[config.mk]
export PLATFORM = sky130hd
export DESIGN_NAME = vga_timing_gen_flat
export DESIGN_NICKNAME = d
export VERILOG_FILES = /design/src/rtl/vga_timing_gen_if.sv /design/src/rtl/vga_timing_gen.sv /design/src/flat_wrapper.sv
export SDC_FILE = /design/constraint.sdc
export NUM_CORES = 1
export LEC_CHECK = 0
export CELL_PAD_IN_SITES_DETAIL_PLACEMENT = 1
export CELL_PAD_IN_SITES_GLOBAL_PLACEMENT = 2
export CORE_MARGIN = 5
export CORE_UTILIZATION = 26
export DETAILED_ROUTE_END_ITERATION = 10
export GPL_TIMING_DRIVEN = 0
export PLACE_DENSITY = 0.75
export SLEW_MARGIN = 20
export SYNTH_ARGS = -nofsm -noshare
export SYNTH_HDL_FRONTEND = slang
export SYNTH_SLANG_ARGS = --single-unit
[constraint.sdc]
create_clock -name Clk -period 2.21 [get_ports Clk]
set_clock_uncertainty 0.05 [all_clocks]
set_input_delay 0.3315 -clock Clk [delete_from_list [all_inputs] [get_ports Clk]]
set_output_delay 0.3315 -clock Clk [all_outputs]
set_load 0.02 [all_outputs]
[src/rtl/vga_timing_gen_if.sv]
// Signal bundle between the VGA raster engine, its pixel source and the board DAC.
// The pattern_en line exists only when VGA_TEST_PATTERN_EN is defined.
interface vga_timing_gen_if #(
   parameter int COLOR_W = 4,
   parameter int CNT_W   = 10
);
   logic [COLOR_W-1:0] red_in;
   logic [COLOR_W-1:0] green_in;
   logic [COLOR_W-1:0] blue_in;
`ifdef VGA_TEST_PATTERN_EN
   logic               pattern_en;
`endif
   logic [CNT_W-1:0]   DrawX;
   logic [CNT_W-1:0]   DrawY;
   logic               draw_en;
   logic               frame_start;
   logic [COLOR_W-1:0] VGA_R;
   logic [COLOR_W-1:0] VGA_G;
   logic [COLOR_W-1:0] VGA_B;
   logic               VGA_HS;
   logic               VGA_VS;

   // master is the timing engine; slave is the pixel source plus DAC side
   modport master (
`ifdef VGA_TEST_PATTERN_EN
      input  pattern_en,
`endif
      input  red_in, green_in, blue_in,
      output DrawX, DrawY, draw_en, frame_start,
      output VGA_R, VGA_G, VGA_B, VGA_HS, VGA_VS
   );

   modport slave (
`ifdef VGA_TEST_PATTERN_EN
      output pattern_en,
`endif
      output red_in, green_in, blue_in,
      input  DrawX, DrawY, draw_en, frame_start,
      input  VGA_R, VGA_G, VGA_B, VGA_HS, VGA_VS
   );
endinterface

[src/rtl/vga_timing_gen.sv]
// Parametrised VGA raster engine: pixel strobe, h/v counters, registered RGB/HS/VS.
// Define VGA_TEST_PATTERN_EN to add the pattern_en port and an eight-bar colour generator.
module vga_timing_gen #(
   parameter int COLOR_W  = 4,
   parameter int CLK_DIV  = 2,
   parameter int H_ACTIVE = 640,
   parameter int H_FP     = 16,
   parameter int H_SYNC   = 96,
   parameter int H_BP     = 48,
   parameter int V_ACTIVE = 480,
   parameter int V_FP     = 10,
   parameter int V_SYNC   = 2,
   parameter int V_BP     = 33,
   parameter int SYNC_POL = 0,
   parameter int CNT_W    = 10
) (
   input  logic             Clk,
   input  logic             Reset,
   vga_timing_gen_if.master vga
);

   localparam int H_TOTAL = H_ACTIVE + H_FP + H_SYNC + H_BP;
   localparam int V_TOTAL = V_ACTIVE + V_FP + V_SYNC + V_BP;
   localparam int H_SYNC_BEG = H_ACTIVE + H_FP;
   localparam int H_SYNC_END = H_ACTIVE + H_FP + H_SYNC;
   localparam int V_SYNC_BEG = V_ACTIVE + V_FP;
   localparam int V_SYNC_END = V_ACTIVE + V_FP + V_SYNC;
   localparam int DIV_W = (CLK_DIV > 1) ? $clog2(CLK_DIV) : 1;

   localparam logic [DIV_W-1:0] DIV_LAST = DIV_W'(CLK_DIV - 1);
   localparam logic [CNT_W-1:0] H_LAST   = CNT_W'(H_TOTAL - 1);
   localparam logic [CNT_W-1:0] V_LAST   = CNT_W'(V_TOTAL - 1);
   localparam logic             SYNC_ON  = (SYNC_POL != 0);

   function automatic logic [COLOR_W-1:0] blank_gate(input logic                en,
                                                     input logic [COLOR_W-1:0] c);
      return en ? c : '0;
   endfunction

   function automatic logic sync_level(input logic act);
      return act ? SYNC_ON : ~SYNC_ON;
   endfunction

`ifdef VGA_TEST_PATTERN_EN
   function automatic logic [2:0] bar_index(input logic [CNT_W-1:0] x);
      logic [CNT_W+2:0] scaled;
      logic [CNT_W+2:0] idx;
      scaled = {x, 3'b000};
      idx    = scaled / (CNT_W+3)'(H_ACTIVE);
      return idx[2:0];
   endfunction

   function automatic logic [COLOR_W-1:0] bar_level(input logic on);
      return on ? {COLOR_W{1'b1}} : '0;
   endfunction
`endif

   // ---- stage p0: pixel strobe and raster counters ----
   logic [DIV_W-1:0] div_p0;
   logic [CNT_W-1:0] h_p0;
   logic [CNT_W-1:0] v_p0;
   logic             pix_tick;
   logic             h_wrap;
   logic             v_wrap;

   // with CLK_DIV = 1 the last count is 0, so div stays 0 and every cycle ticks
   assign pix_tick = (div_p0 == DIV_LAST);
   assign h_wrap   = (h_p0 == H_LAST);
   assign v_wrap   = (v_p0 == V_LAST);

   always_ff @(posedge Clk) begin
      if (Reset) begin
         div_p0 <= '0;
      end else if (pix_tick) begin
         div_p0 <= '0;
      end else begin
         div_p0 <= div_p0 + DIV_W'(1);
      end
   end

   always_ff @(posedge Clk) begin
      if (Reset) begin
         h_p0 <= '0;
         v_p0 <= '0;
      end else if (pix_tick) begin
         if (h_wrap) begin
            h_p0 <= '0;
            v_p0 <= v_wrap ? '0 : v_p0 + CNT_W'(1);
         end else begin
            h_p0 <= h_p0 + CNT_W'(1);
         end
      end
   end

   logic draw_en_p0;
   logic hs_act_p0;
   logic vs_act_p0;
   logic frame_start_p0;

   assign draw_en_p0 = (int'(h_p0) < H_ACTIVE) && (int'(v_p0) < V_ACTIVE);
   assign hs_act_p0  = (int'(h_p0) >= H_SYNC_BEG) && (int'(h_p0) < H_SYNC_END);
   assign vs_act_p0  = (int'(v_p0) >= V_SYNC_BEG) && (int'(v_p0) < V_SYNC_END);
   // a reset landing on the wrap edge aborts the frame, so it must not pulse
   assign frame_start_p0 = pix_tick && h_wrap && v_wrap && !Reset;

   logic [COLOR_W-1:0] src_r_p0;
   logic [COLOR_W-1:0] src_g_p0;
   logic [COLOR_W-1:0] src_b_p0;

`ifdef VGA_TEST_PATTERN_EN
   logic [2:0] bar_p0;
   assign bar_p0 = bar_index(h_p0);

   always_comb begin
      src_r_p0 = vga.red_in;
      src_g_p0 = vga.green_in;
      src_b_p0 = vga.blue_in;
      if (vga.pattern_en) begin
         src_r_p0 = bar_level(bar_p0[2]);
         src_g_p0 = bar_level(bar_p0[1]);
         src_b_p0 = bar_level(bar_p0[0]);
      end
   end
`else
   always_comb begin
      src_r_p0 = vga.red_in;
      src_g_p0 = vga.green_in;
      src_b_p0 = vga.blue_in;
   end
`endif

   // ---- stage p1: DAC-facing registers, one pixel period behind the counters ----
   logic [COLOR_W-1:0] r_p1;
   logic [COLOR_W-1:0] g_p1;
   logic [COLOR_W-1:0] b_p1;
   logic               hs_p1;
   logic               vs_p1;

   always_ff @(posedge Clk) begin
      if (Reset) begin
         r_p1  <= '0;
         g_p1  <= '0;
         b_p1  <= '0;
         hs_p1 <= ~SYNC_ON;
         vs_p1 <= ~SYNC_ON;
      end else if (pix_tick) begin
         r_p1  <= blank_gate(draw_en_p0, src_r_p0);
         g_p1  <= blank_gate(draw_en_p0, src_g_p0);
         b_p1  <= blank_gate(draw_en_p0, src_b_p0);
         hs_p1 <= sync_level(hs_act_p0);
         vs_p1 <= sync_level(vs_act_p0);
      end
   end

   assign vga.DrawX       = h_p0;
   assign vga.DrawY       = v_p0;
   assign vga.draw_en     = draw_en_p0;
   assign vga.frame_start = frame_start_p0;
   assign vga.VGA_R       = r_p1;
   assign vga.VGA_G       = g_p1;
   assign vga.VGA_B       = b_p1;
   assign vga.VGA_HS      = hs_p1;
   assign vga.VGA_VS      = vs_p1;

endmodule

[src/flat_wrapper.sv]
// flat-port wrapper written by rule: the top's interface ports become plain ports
module vga_timing_gen_flat 
#(
   parameter int COLOR_W  = 4,
   parameter int CLK_DIV  = 2,
   parameter int H_ACTIVE = 640,
   parameter int H_FP     = 16,
   parameter int H_SYNC   = 96,
   parameter int H_BP     = 48,
   parameter int V_ACTIVE = 480,
   parameter int V_FP     = 10,
   parameter int V_SYNC   = 2,
   parameter int V_BP     = 33,
   parameter int SYNC_POL = 0,
   parameter int CNT_W    = 10
)
  (Clk, Reset, vga_red_in, vga_green_in, vga_blue_in, vga_DrawX, vga_DrawY, vga_draw_en, vga_frame_start, vga_VGA_R, vga_VGA_G, vga_VGA_B, vga_VGA_HS, vga_VGA_VS);
  vga_timing_gen_if #(.COLOR_W(COLOR_W), .CNT_W(CNT_W)) vga_i ();
  input  logic Clk;
  input  logic Reset;
  input wire logic [$bits(vga_i.red_in)-1:0] vga_red_in;
  input wire logic [$bits(vga_i.green_in)-1:0] vga_green_in;
  input wire logic [$bits(vga_i.blue_in)-1:0] vga_blue_in;
  output wire logic [$bits(vga_i.DrawX)-1:0] vga_DrawX;
  output wire logic [$bits(vga_i.DrawY)-1:0] vga_DrawY;
  output wire logic [$bits(vga_i.draw_en)-1:0] vga_draw_en;
  output wire logic [$bits(vga_i.frame_start)-1:0] vga_frame_start;
  output wire logic [$bits(vga_i.VGA_R)-1:0] vga_VGA_R;
  output wire logic [$bits(vga_i.VGA_G)-1:0] vga_VGA_G;
  output wire logic [$bits(vga_i.VGA_B)-1:0] vga_VGA_B;
  output wire logic [$bits(vga_i.VGA_HS)-1:0] vga_VGA_HS;
  output wire logic [$bits(vga_i.VGA_VS)-1:0] vga_VGA_VS;
  assign vga_i.red_in = vga_red_in;
  assign vga_i.green_in = vga_green_in;
  assign vga_i.blue_in = vga_blue_in;
  assign vga_DrawX = vga_i.DrawX;
  assign vga_DrawY = vga_i.DrawY;
  assign vga_draw_en = vga_i.draw_en;
  assign vga_frame_start = vga_i.frame_start;
  assign vga_VGA_R = vga_i.VGA_R;
  assign vga_VGA_G = vga_i.VGA_G;
  assign vga_VGA_B = vga_i.VGA_B;
  assign vga_VGA_HS = vga_i.VGA_HS;
  assign vga_VGA_VS = vga_i.VGA_VS;
  vga_timing_gen #(.COLOR_W(COLOR_W), .CLK_DIV(CLK_DIV), .H_ACTIVE(H_ACTIVE), .H_FP(H_FP), .H_SYNC(H_SYNC), .H_BP(H_BP), .V_ACTIVE(V_ACTIVE), .V_FP(V_FP), .V_SYNC(V_SYNC), .V_BP(V_BP), .SYNC_POL(SYNC_POL), .CNT_W(CNT_W)) u_core (.Clk(Clk), .Reset(Reset), .vga(vga_i));
endmodule
==> metrics.csv <==
metric;value;unit
status;finished, final reports clean;
min-delay-path-class;reg -> reg;
ir_drop;0.268;mV
start_util;26.8;%
setup_viol_count_final;0;
cts_root_buf;clkbuf_8;
clk_latency;0.29;ns
globalRoute.totalOverflow;0;
synth-xor-area-share;8.27;%
cts_buffer_depth;2;
fin_cells;297;
antenna_found_initial;0;
viasPerCell;4.70;
r2r-end;u_core.vga.DrawY[7];
wire_per_inst;14.1;um
ant_nets;0;
setup.worst_path.start_class;flop;
p_per_area;555;mW/mm^2
arrival;1.73;ns
hpwlAfterDp;3010;um
core_area;0.00554;mm^2
cts.clk_slew.worst_paths;0.07;ns
synth_compound_area_share;11.6;%
async_flop_share;0;%
power;1.24;mW
grt_max_degree;11;
drt-total-wl;4190;um
max_slew_margin;68.6;%
grt_pass1_wl;6910;um
insertedDiodeCount;0;
drv_cap;0;
gp_congestion;0.730;
dr.pass1.iters;4;
grt_pass1_vias;1459;
avgSynthCellArea;9.04;um^2
worstMarginPinSlew;0.472;ns
nNetsFinal;242;
worstHoldStart;u_core.vga.VGA_VS;
via_count;1396;
synth_edf_count;0;
cts_sinks;35;
synthSimpleGateAreaFrac;24.5;%
ys_ff_latch;35;
synth_fa_ha_area_share;3.38;%
place_inst;285;
synth_top_family_by_area;simple AND/OR/NAND/NOR gates;
io_pins;50;
portBuffers;49;
path_class;reg -> out;
internal-power;0.933;mW
reg2reg_from;u_core.vga.DrawX[4];
rsz0062_at_grt;false;
synth_cell_type_count;29;
synth.mux.area_fraction;1.35;%
pwr-share-seq;53.1;%
die_area;0.00731;mm^2
synthCells;164;
drt-met1-wl;1970;um
min_period;2.11;ns
num_rows;27;
switchingPower;0.310;mW
whs_endpoint;u_core.vga.VGA_VS;
netSwitchingFraction;24.9;%
wl_met3;386;um
drv_slew;0;
rr_worst_depth;4;
synth_ff_type;dfxtp_1;
post-route-period-util;95.5;%
p_comb_share;10.1;%
cp-end-kind;primary output;
hold_violations;0;
required;1.83;ns
whs_path_depth;2;
die-width;85.5;um
first_iter_violations;62;
yosysSeqAreaShare;47.3;%
timing.fmax;0.474;GHz
p_clk_share;36.8;%
synth_nets;182;
cts-buffers-inserted;5;
top_layer;met4;
cts_tree;done;
drive_above_1_share;12.0;%
path_max_fanout;7;
yosysWarningCount;0;
rrSetupSlack;0.13;ns
syn_area;0.00148;mm^2
routed-wl-met2;1760;um
syn_to_final_growth;51.1;%
die_y;85.5;um
h-tree-depth;2;
drc_errors;0;
p_leak;0.779;nW
grtUsageTotal;11.9;%
## metal layers
layer	up-vias	GRT usage [%]
li1	696	-
met1	651	14.3
met2	42	18.3
met3	7	5.48
met4	0	4.75
met5	-	0
## flip-flops by register name, indices dropped and copies added (netlist names)
| signal | cells |
|---|---|
| u_core.vga.DrawX | 10 |
| u_core.vga.VGA_R | 4 |
| u_core.div_p0 | 1 |
| u_core.vga.VGA_G | 4 |
| u_core.vga.DrawY | 10 |
| u_core.vga.VGA_B | 4 |
| u_core.vga.VGA_VS | 1 |
| u_core.vga.VGA_HS | 1 |
## worst max path at each step
stage,start,cells after the start,slack [ns],endpoint
2_1_floorplan,u_core.vga.DrawX[0],5,0.05,vga_frame_start
3_3_place_gp,u_core.vga.DrawX[0],6,-0.63,vga_frame_start
3_5_place_dp,u_core.vga.DrawX[0],6,-0.57,vga_frame_start
4_1_cts,u_core.vga.DrawX[5],6,0.001,vga_frame_start
5_1_grt,u_core.vga.DrawX[5],6,0.005,vga_frame_start
6_report,u_core.vga.DrawX[5],6,0.10,vga_frame_start
## cell usage in the layout (no fill, tap or decap), types with 6 or more instances in the layout
cell	n
dfxtp_1	30
xnor2_1	9
clkdlybuf4s50_1	48
nand4_1	7
buf_4	6
nand2_1	11
inv_1	7
nor2_1	22
nor3_1	6
a22o_1	12
clkbuf_1	7
## through the flow
stage	utilization, %	area [um^2]	hold WS [ns]	setup TNS (ns)	setup WS, ns
after floorplan	-	1480	0.407	0	0.0548
after global placement	37.2	2060	0.411	-1.81	-0.633
after detailed placement	37.2	2060	0.417	-1.37	-0.574
after CTS	39.2	2170	0.435	0	0.00148
after global routing	40.4	2240	0.457	0	0.00537
final	40.4	2240	0.433	0	0.100
## power by group through the flow
stage | clock, mW | combinational, mW | sequential, mW
4_1_cts | 0.482 | 0.126 | 0.661
5_1_grt | 0.506 | 0.136 | 0.664
6_report | 0.458 | 0.125 | 0.661
2_1_floorplan | 0 | 0.0363 | 0.694
3_5_place_dp | 0 | 0.125 | 0.675
3_3_place_gp | 0 | 0.126 | 0.675
## kinds of logic after synthesis
group                      Yosys count
muxes                                2
xor gates and xnor gates            14
DFF                                 35
AOI/OAI and AO/OA                   23
adders and majority gates            4
and+or+nand+nor                     72
buffers and inverters               14
## critical path, stage by stage, from the launching register on
cell	delay [ns]
dfxtp_4	0.36
or3_1	0.37
buf_4	0.17
nor3_4	0.18
nand2_1	0.07
nor2_1	0.11
buf_4	0.16
## timing repair
action / in CTS / in global routing
buffers inserted: 1 / 3
endpoints found under the setup margin: 14 / 13
pin swaps: 2 / 0
endpoints found under the hold margin: 0 / 0
resized for setup: 8 / 17
gates cloned: 0 / 0
hold buffers: 0 / 0
## Yosys cell counts (4+ instances only)
| library cell | number | area, um^2 |
|---|---|---|
| ha_1 | 4 | 50.1 |
| xor2_1 | 5 | 43.8 |
| dfxtp_1 | 35 | 701 |
| nand4_1 | 7 | 43.8 |
| nor2_1 | 22 | 82.6 |
| xnor2_1 | 9 | 78.8 |
| inv_1 | 7 | 26.3 |
| nand3_1 | 5 | 25.0 |
| or3_1 | 4 | 25.0 |
| clkbuf_1 | 6 | 22.5 |
| a22o_1 | 12 | 105 |
| nor3_1 | 8 | 40.0 |
| nand2_1 | 11 | 41.3 |
| nor4_1 | 6 | 37.5 |
## final cells by class
class	count	area [um^2]
fillers	658	3300
multi-input cells	115	781
flip-flops and latches	35	712
repair buffers	53	518
well taps	72	90.1
clock buffers	7	76.3
plain buffers	7	31.3
inverters	7	26.3
clock inverters	1	5.00
Note: power is estimated with default switching activity, not from simulation.
